## src/rtl/srl_fifo_pkg.sv

```systemverilog
// Shared helpers for the SRL FIFO family: level width and parameter-range check.
// Latency: none (elaboration-time constants and functions only).
// Backpressure: not applicable.
package srl_fifo_pkg;

  // A FIFO of 2**aw words needs one extra bit to represent the full count.
  function automatic int lvl_w(input int aw);
    return aw + 1;
  endfunction

  // Threshold legality: almost_full in 1..depth, almost_empty in 0..depth-1.
  function automatic bit params_ok(input int aw, input int af_level, input int ae_level);
    int depth;
    depth = 1 << aw;
    return (af_level >= 1) && (af_level <= depth) &&
           (ae_level >= 0) && (ae_level <= depth - 1);
  endfunction

endpackage

```

## src/rtl/srl_fifo_prog_srl_shift_mem.sv

```systemverilog
// Shift-enable storage array with asynchronous read mux, maps onto SRL primitives.
// Latency: write visible one cycle after the shift edge; read is combinational.
// Backpressure: none; the owner decides when to shift.
module srl_shift_mem #(
  parameter int DW = 16,
  parameter int AW = 4
) (
  input  logic          clk,
  input  logic          shift,
  input  logic [DW-1:0] din,
  input  logic [AW-1:0] raddr,
  output logic [DW-1:0] rdata
);

  localparam int DEPTH = 1 << AW;

  // No reset on storage so the array stays a pure shift register.
  logic [DW-1:0] mem [DEPTH];

  // Shift everything up one slot and load the new word at the bottom.
  always_ff @(posedge clk) begin
    if (shift) begin
      mem[0] <= din;
      for (int i = 1; i < DEPTH; i++) begin
        mem[i] <= mem[i-1];
      end
    end
  end

  // Asynchronous DEPTH:1 read mux; the oldest word sits at index level-1.
  always_comb begin
    rdata = mem[raddr];
  end

endmodule

```

## src/rtl/srl_fifo_prog.sv

```systemverilog
// FWFT FIFO on SRL storage with programmable almost thresholds and sticky error flags.
// Latency: write to dout 1 cycle on empty; flags/level valid 1 cycle after each edge.
// Backpressure: none; rejected writes/reads are dropped and flagged via overflow/underflow.
module srl_fifo_prog
  import srl_fifo_pkg::*;
#(
  parameter int DW       = 16,
  parameter int AW       = 4,
  parameter int AF_LEVEL = (1 << AW) - 2,
  parameter int AE_LEVEL = 2
) (
  input  logic                 clk,
  input  logic                 rst,
  input  logic                 wr,
  input  logic                 rd,
  input  logic [DW-1:0]        din,
  input  logic                 clr_err,
  output logic [DW-1:0]        dout,
  output logic                 empty,
  output logic                 full,
  output logic                 almost_full,
  output logic                 almost_empty,
  output logic [lvl_w(AW)-1:0] level,
  output logic                 overflow,
  output logic                 underflow
);

  localparam int LW = lvl_w(AW);
  localparam logic [LW-1:0] DEPTH_L = LW'(1 << AW);
  localparam logic [LW-1:0] AF_L    = LW'(AF_LEVEL);
  localparam logic [LW-1:0] AE_L    = LW'(AE_LEVEL);

  if (!params_ok(AW, AF_LEVEL, AE_LEVEL)) begin : g_bad_params
    $fatal(1, "srl_fifo_prog: AF_LEVEL or AE_LEVEL out of range");
  end

  logic          wa;
  logic          ra;
  logic          ovf_evt;
  logic          unf_evt;
  logic [LW-1:0] level_nxt;
  logic [AW-1:0] raddr;
  logic [DW-1:0] rdata;

  // Flag decode straight from the registered level; no separate pointers.
  always_comb begin
    empty        = (level == '0);
    full         = (level == DEPTH_L);
    almost_full  = (level >= AF_L);
    almost_empty = (level <= AE_L);
  end

  // Acceptance: a simultaneous read frees the slot a full write needs,
  // but an empty read has nothing to pop even if a write arrives.
  always_comb begin
    wa      = wr & (~full | rd);
    ra      = rd & ~empty;
    ovf_evt = wr & ~rd & full;
    unf_evt = rd & empty;
  end

  // Next level; acceptance already prevents wrap at either end.
  always_comb begin
    level_nxt = level;
    case ({wa, ra})
      2'b10:   level_nxt = level + LW'(1);
      2'b01:   level_nxt = level - LW'(1);
      default: level_nxt = level;
    endcase
  end

  // Level register; reset empties the FIFO and ignores same-cycle requests.
  always_ff @(posedge clk) begin
    if (rst) begin
      level <= '0;
    end else begin
      level <= level_nxt;
    end
  end

  // Sticky error flags: a new event beats a concurrent clear.
  always_ff @(posedge clk) begin
    if (rst) begin
      overflow  <= 1'b0;
      underflow <= 1'b0;
    end else begin
      if (ovf_evt) begin
        overflow <= 1'b1;
      end else if (clr_err) begin
        overflow <= 1'b0;
      end
      if (unf_evt) begin
        underflow <= 1'b1;
      end else if (clr_err) begin
        underflow <= 1'b0;
      end
    end
  end

  // Oldest word lives at level-1; at level 0 the address is don't-care (gated below).
  always_comb begin
    raddr = AW'(level - LW'(1));
  end

  srl_shift_mem #(
    .DW (DW),
    .AW (AW)
  ) u_mem (
    .clk   (clk),
    .shift (wa & ~rst),
    .din   (din),
    .raddr (raddr),
    .rdata (rdata)
  );

  // Hide stale storage while empty so reset-undefined contents never leak.
  always_comb begin
    dout = empty ? '0 : rdata;
  end

endmodule

```

## config.mk

```make
export PLATFORM = sky130hd
export DESIGN_NAME = srl_fifo_prog
export DESIGN_NICKNAME = d
export VERILOG_FILES = /design/src/rtl/srl_fifo_pkg.sv /design/src/rtl/srl_fifo_prog_srl_shift_mem.sv /design/src/rtl/srl_fifo_prog.sv
export SDC_FILE = /design/constraint.sdc
export NUM_CORES = 1
export LEC_CHECK = 0
export BUFFER_PORTS_ARGS = -buffer_cell sky130_fd_sc_hd__buf_2
export CAP_MARGIN = 20
export CORE_UTILIZATION = 50
export CTS_CLUSTER_DIAMETER = 200
export DETAILED_ROUTE_END_ITERATION = 10
export MAX_ROUTING_LAYER = met4
export PLACE_DENSITY = 0.7
export SETUP_SLACK_MARGIN = 0.1
export SLEW_MARGIN = 5
export SYNTH_ARGS = -nofsm -noshare
export SYNTH_HDL_FRONTEND = slang
export SYNTH_SLANG_ARGS = --single-unit
```

## constraint.sdc

```tcl
create_clock -name clk -period 13 [get_ports clk]
set_input_delay 0.65 -clock clk [delete_from_list [all_inputs] [get_ports clk]]
set_output_delay 0.65 -clock clk [all_outputs]
set_load 0.01 [all_outputs]
```

==> results of run 1 <==
[metrics by stage]
step           cell area, sq um  worst slack, ns
2_1_floorplan             10220            4.252
3_3_place_gp              10760            8.980
3_5_place_dp              10760            8.715
4_1_cts                   11620            8.460
5_1_grt                   11640            8.343
6_report                  11640            8.543
[cell usage in the layout (no fill, tap or decap), types with 2 or more instances in the layout]
cell / count
edfxtp_1: 256
mux4_2: 64
buf_2: 47
mux2_2: 32
clkbuf_16: 27
a22o_1: 16
nor2_1: 7
buf_4: 7
a21oi_1: 6
clkinv_1: 6
clkinv_2: 6
dfxtp_1: 6
bufinv_16: 4
nor2b_1: 3
inv_1: 3
ha_1: 3
nand4bb_1: 2
o21ai_0: 2
nand2b_1: 2
xor2_1: 2
nand4b_1: 2
xnor2_1: 2
clkbuf_1: 2
[cell type report]
class                           instances  area [sq um]
Inverter                                4         15.01
Clock buffer                           29         683.2
Clock inverter                         16         172.7
Antenna cell                            1         2.502
Tap cell                              265         331.6
Fill cell                            1364          8073
Timing Repair Buffer                   56         312.8
Multi-Input combinational cell        159          2298
Sequential cell                       263          7829
[power groups by stage]
stage / clock, uW / combinational, uW / sequential [uW]
after floorplan: 0 / 775 / 1030
after global placement: 0 / 1030 / 1020
after detailed placement: 0 / 1050 / 1030
after CTS: 769 / 1050 / 1010
after global routing: 800 / 1100 / 1020
final: 751 / 1030 / 1010
[cell families after synthesis]
logic type / after synthesis / share of synthesized area (%)
buffers and inverters: 26 / 1.176
DFF: 263 / 76.64
AOI/OAI and AO/OA: 29 / 2.095
adders and majority gates: 4 / 0.4900
and+or+nand+nor: 24 / 1.433
xor gates and xnor gates: 5 / 0.4288
muxes: 97 / 17.74
[flip-flops by register name, summed over array words and instances, names as in the netlist]
register   count
overflow       1
u_mem.mem    256
level          5
underflow      1
[routing by layer]
metal  wire length, microns  track usage (%)  vias up
met1                   7990            25.77     2432
met3                    912            2.736       25
met4                    301            5.266        0
met2                   7939            24.90      131
li1                       -                -     2020
met5                      0                -        -
[path summary, 6_finish.rpt]
check                                  start                     endpoint  slack [ns]  cells after the start
setup reg to reg       level[0]$_SDFFE_PP0P_  u_mem.mem[10][12]$_DFFE_PP_        9.44                      7
hold / removal                        din[2]    u_mem.mem[0][2]$_DFFE_PP_        0.31                      1
hold reg to reg   u_mem.mem[10][7]$_DFFE_PP_   u_mem.mem[11][7]$_DFFE_PP_        0.44                      0
setup / recovery       level[0]$_SDFFE_PP0P_                      dout[4]        8.54                      8
==> summary.md, run 1 <==
| Metric | Value |
|---|---|
| Post-synthesis cell type count | 33 |
| Die height | 144.9 microns |
| Sw Ratio | 29.79% |
| Cts bufs inserted | 26 |
| Netlist Area Pre-Place | 10210 sq um |
| Sequential area share after synthesis | 76.64% |
| Setup Skew | 0.009659 ns |
| TritonCTS clock tree | built |
| CP top delay family | buffers and inverters |
| Worst EP required | 12.35 ns |
| Post-CTS Resized | 0 |
| Max Freq | 0.2244 GHz |
| Ys async rst share | 0% |
| 1st-pass router iterations | 4 |
| Worst-path cell chain | inv_2, ha_2, xor2_4, buf_4, mux4_2, mux2_2, a22o_1, buf_2 |
| Avg Cell Area, Syn | 22.80 sq um |
| Worst Tran Pin Value | 1.015 ns |
| Fin util | 59.06% |
| Setup crit start kind | register |
| Total wire length | 17.14 mm |
| Largest fanout on the critical path | 48 |
| Via count | 4608 |
| Crit path kind | reg -> out |
| Initial DRC count | 397 |
| Layout cells sized above 1 | 37.38% |
| Core ar. | 19720 sq um |
| Setup Viol. Count Final | 0 |
| H-tree depth | 1 |
| Total track usage | 17.34% |
| Global-route wire length before repair | 27.64 mm |
| Cells after Synth | 448 |
| Routed WL per cell | 21.62 microns |
| Synth top area share | 75.27% |
| Final net count | 535 |
| Clock group share of total power | 26.9% |
| Hold Crit Class | in -> reg |
| # clock sinks | 263 |
| Antenna viol nets, final | 0 |
| Vias in the first global route | 4845 |
| Routability cong. | 0.7135 |
| Initial Util | 51.80% |
| Initial antenna violation count | 1 |
| Final cell count without fillers | 793 |
| Final worst-path cycle share | 34.28% |
| Clock period minus worst slack | 4.457 ns |
| Max incr delay on CP | 0.70 ns |
| Tot Pwr | 2796 uW |
| Relative slew margins | 32.31% |
| Net Count, Synth | 473 |
| Synth area leaders | edfxtp_1 (75%), mux4_2 (14%), mux2_2 (3.5%) |
| # Post-CTS Setup Buffers | 0 |
| # IOs | 48 |
| Synthesis warning total | 0 |
| Max-cap viol count | 0 |
| Status | finished, final reports clean |
| CTS Buffer Depth | 3 |
| IO buf count | 47 |
| Count leader, synth | edfxtp_1 |
| Slowest stage cell, crit path | buf_4 |
| Die area | 21000 sq um |
| Largest net degree at the start of global routing | 84 |
| DP Cell Count | 745 |
| Grt ovf | 0 |
| Synth Register Bits | 263 |
| Sw Pwr | 833.1 uW |
| CP Buf/Inv Count | 3 |
| RSZ-0062 raised after global routing | no |
| Area delta synth->final | 14.01% |
| Cts hold-fix bufs | 0 |
| Final hold viol count | 0 |
| Top post-synthesis cells by count | edfxtp_1 (256), mux4_2 (64), mux2_2 (32) |
| Critical Path End Type | primary output |
| Worst hold slack | 0.3075 ns |
| PwrDens | 240.1 nW/um^2 |
| Leakage | 0.003856 uW |
| Pint | 1963 uW |
| Max-slew violations | 0 |
| Die X | 144.9 microns |
| DP HPWL | 10.19 mm |
| Reg power frac | 36.2% |
| Vias/cell | 5.811 |
| Primary FF master, synth | edfxtp_1 |
| Setup total negative slack | 0 ns |
| Floorplan row count | 51 |
| Post-synth EDFFs | 256 |
| Logic pwr share | 36.9% |
| Area leader, netlist | edfxtp_1 |
| Clk root buf | clkbuf_16 |
| CTS clock-pin slew for the worst setup and hold paths | 0.06 ns |
| Clock Latency Late Sink | 0.51 ns |
| DRC Markers | 0 |
| Worst EP arrival | 3.81 ns |
| Peak VDD IR | 0.1154 mV |
No activity file was read; power rests on OpenSTA's default activity.
==> run 2: changes to the inputs <==
--- a/config.mk
+++ b/config.mk
@@ -11,7 +11,7 @@
 export CTS_CLUSTER_DIAMETER = 200
 export DETAILED_ROUTE_END_ITERATION = 10
 export MAX_ROUTING_LAYER = met4
-export PLACE_DENSITY = 0.7
+export PLACE_DENSITY = 0.67
 export SETUP_SLACK_MARGIN = 0.1
 export SLEW_MARGIN = 5
 export SYNTH_ARGS = -nofsm -noshare
==> constraint.sdc (replaced) <==
create_clock -name clk -period 4.2 [get_ports clk]
set_input_delay 0.21 -clock clk [delete_from_list [all_inputs] [get_ports clk]]
set_output_delay 0.21 -clock clk [all_outputs]
set_load 0.01 [all_outputs]
==> run 2 against run 1 <==
Net effect:
- clock power increased to 3.4 times the previous value
- critical path depth unchanged
- cell count increased by 3.2%
- worst hold slack got worse by 0.29 ns
- utilization increased by 2.0 points
- sequential share of layout area decreased by 2.2 points
- worst setup slack got worse by 7.8 ns
- total power increased to 3.2 times the previous value
- first-iteration DRC count increased by 0.25%
- flip-flop and latch count unchanged
- die area unchanged
- register-to-register slack got worse by 8.0 ns
==> summary.md, run 2 (synthesis gave the netlist of run 1 again) <==
| Metric | Value |
|---|---|
| CTS clock-pin slew for the worst setup and hold paths | 0.06 ns (about the same) |
| Worst Tran Pin Value | 1.013 ns (-0.002767 ns) |
| Commonest non-fill, non-tap cell in the layout | edfxtp_1 |
| Max Used Layer | met4 |
| Hold Crit Class | in -> reg |
| Initial antenna violation count | 0 (-1) |
| Grt ovf | 0 (unchanged) |
| Clock Latency Late Sink | 0.52 ns (about the same) |
| Post-Route M1 WL | 8.142 mm (+1.9%) |
| Slowest stage cell, crit path | mux4_2 |
| Die height | 144.9 microns (unchanged) |
| Worst EP required | 3.99 ns (-8.36 ns) |
| DRC Markers | 0 (unchanged) |
| N_diodes | 0 (-1) |
| Setup total negative slack | 0 ns (unchanged) |
| 1st-pass router iterations | 5 (+1) |
| Number of flip-flops under the largest register name | 256 (unchanged) |
| Die X | 144.9 microns (unchanged) |
| Clock period minus worst slack | 3.408 ns |
| Final net count | 557 (+4.1%) |
| Max Freq | 0.2934 GHz |
| Initial Util | 51.80% (unchanged) |
| Largest fanout on the critical path | 21 (-56%) |
| Metal3 WL | 856 microns (-6.1%) |
| Vias/cell | 5.820 (+0.16%) |
| Largest net degree at the start of global routing | 76 (-9.5%) |
| Final worst-path cycle share | 81.14% |
| Worst-path cell chain | inv_1, ha_4, xor2_4, buf_4, mux4_2, mux2_2, a22o_1, buf_2 |
| Core ar. | 19720 sq um (unchanged) |
| Setup Skew | 0.01091 ns (+0.001253 ns) |
| Max incr delay on CP | 0.56 ns (-0.14 ns) |
| DP HPWL | 10.78 mm (+5.8%) |
| Max-cap viol count | 0 (unchanged) |
| Routability cong. | 0.7036 (-1.4%) |
| Top flop regs | u_mem.mem (256), level (5) |
| Peak VDD IR | 0.3753 mV (+230%) |
| Final cell count without fillers | 818 (+3.2%) |
| Status | finished, final reports clean |
| Initial DRC count | 398 (+0.25%) |
| Total wire length | 17.92 mm (+4.5%) |
| Tot Pwr | 9054 uW (+220%) |
| Leakage | 0.004019 uW (+4.2%) |
| CTS Buffer Depth | 3 (unchanged) |
| Routed wl met2 | 8.579 mm (+8.1%) |
| Max-slew violations | 0 (unchanged) |
| Via count | 4761 (+3.3%) |
| Critical Path End Type | primary output |
| Relative slew margins | 32.48% (+0.18 points) |
| Area delta synth->final | 17.82% |
| Clk root buf | clkbuf_16 |
| Die area | 21000 sq um (unchanged) |
| RSZ-0062 raised after global routing | no |
| PwrDens | 752.4 nW/um^2 (+210%) |
| Setup crit start kind | register |
| # IOs | 48 (unchanged) |
| # clock sinks | 263 (unchanged) |
| Total track usage | 18.06% (+0.72 points) |
| Routed WL per cell | 21.91 microns (+1.3%) |
| Crit path kind | reg -> out |
| # Post-CTS Setup Buffers | 0 (unchanged) |
| Layout cells sized above 1 | 37.79% (+0.41 points) |
| Most flops, register | u_mem.mem |
| Antenna viol nets, final | 0 (unchanged) |
| Vias in the first global route | 5032 (+3.9%) |
| DP Cell Count | 751 (+0.81%) |
| Floorplan row count | 51 (unchanged) |
| Worst EP arrival | 3.20 ns (-0.61 ns) |
| TritonCTS clock tree | built |
| H-tree depth | 1 (unchanged) |
| Setup Viol. Count Final | 0 (unchanged) |
| Cts bufs inserted | 27 (+3.8%) |
| Most frequent cells in the layout | edfxtp_1 (256), mux4_2 (64), buf_2 (47), mux2_2 (32), clkbuf_16 (27) |
| Fin util | 61.03% (+2.0 points) |
| Final hold viol count | 0 (unchanged) |
| IO buf count | 47 (unchanged) |
| Global-route wire length before repair | 28.77 mm (+4.1%) |
## run 2: changes by cell type in the layout (fill, tap and decap cells not counted), moves of 2 or more
cell | before | now
inv_6 | 0 | 2
clkinvlp_4 | 0 | 2
buf_12 | 1 | 5
clkinv_1 | 6 | 4
bufinv_16 | 4 | 7
dlygate4sd3_1 | 0 | 17
## run 2: final timing paths
check / end / startpoint / slack (ns) / cells after the start
setup / recovery: dout[3] / level[1]$_SDFFE_PP0P_ / 0.79 / 8
hold / removal: level[3]$_SDFFE_PP0P_ / rst / 0.02 / 2
setup reg to reg: level[3]$_SDFFE_PP0P_ / level[0]$_SDFFE_PP0P_ / 1.48 / 9
hold reg to reg: u_mem.mem[5][2]$_DFFE_PP_ / u_mem.mem[4][2]$_DFFE_PP_ / 0.44 / 0
## run 2: power breakdown
group          switching [uW]  leakage [uW]  internal, uW  total, uW
Sequential               97.9       0.00246          3040       3140
Combinational            1600       0.00109          1730       3330
Clock                     971      0.000473          1610       2580
Total                    2670       0.00402          6380       9050
## run 2: layout make-up
cell class	instances	area [sq um]
Tap cell	265	331.6
Multi-Input combinational cell	159	2312
Clock inverter	21	287.8
Sequential cell	263	7831
Fill cell	1344	7684
Timing Repair Buffer	77	565.5
Inverter	4	22.52
Clock buffer	29	683.2
## run 2: routing by layer
layer | up-vias | global-route usage, %
met3 | 26 | 2.736
met5 | - | -
met2 | 124 | 27.52
li1 | 2070 | -
met1 | 2541 | 25.58
met4 | 0 | 5.213
## run 2: worst max-delay path, delay by kind of cell, from the launching register on
family                   cells  cell delay, ns
XOR/XNOR                     1            0.17
buffers and inverters        3            0.70
flip-flops                   1            0.50
adder cells (fa/ha/maj)      1            0.21
AO/OA/AOI/OAI                1            0.24
multiplexers                 2            0.85
## run 2: through the flow
stage	cell area [sq um]	hold slack, ns	setup slack, ns
6_report	12030	0.01640	0.7920
5_1_grt	12030	0.02377	0.6345
4_1_cts	12030	0.007953	0.7388
3_5_place_dp	10890	0.3885	1.291
3_3_place_gp	10890	0.3877	1.382
2_1_floorplan	10270	0.3089	-1.112
## run 2: repair_timing
action,CTS,global route
hold buffers,17,0
endpoints found under the hold margin,17,0
gates resized for setup,0,0
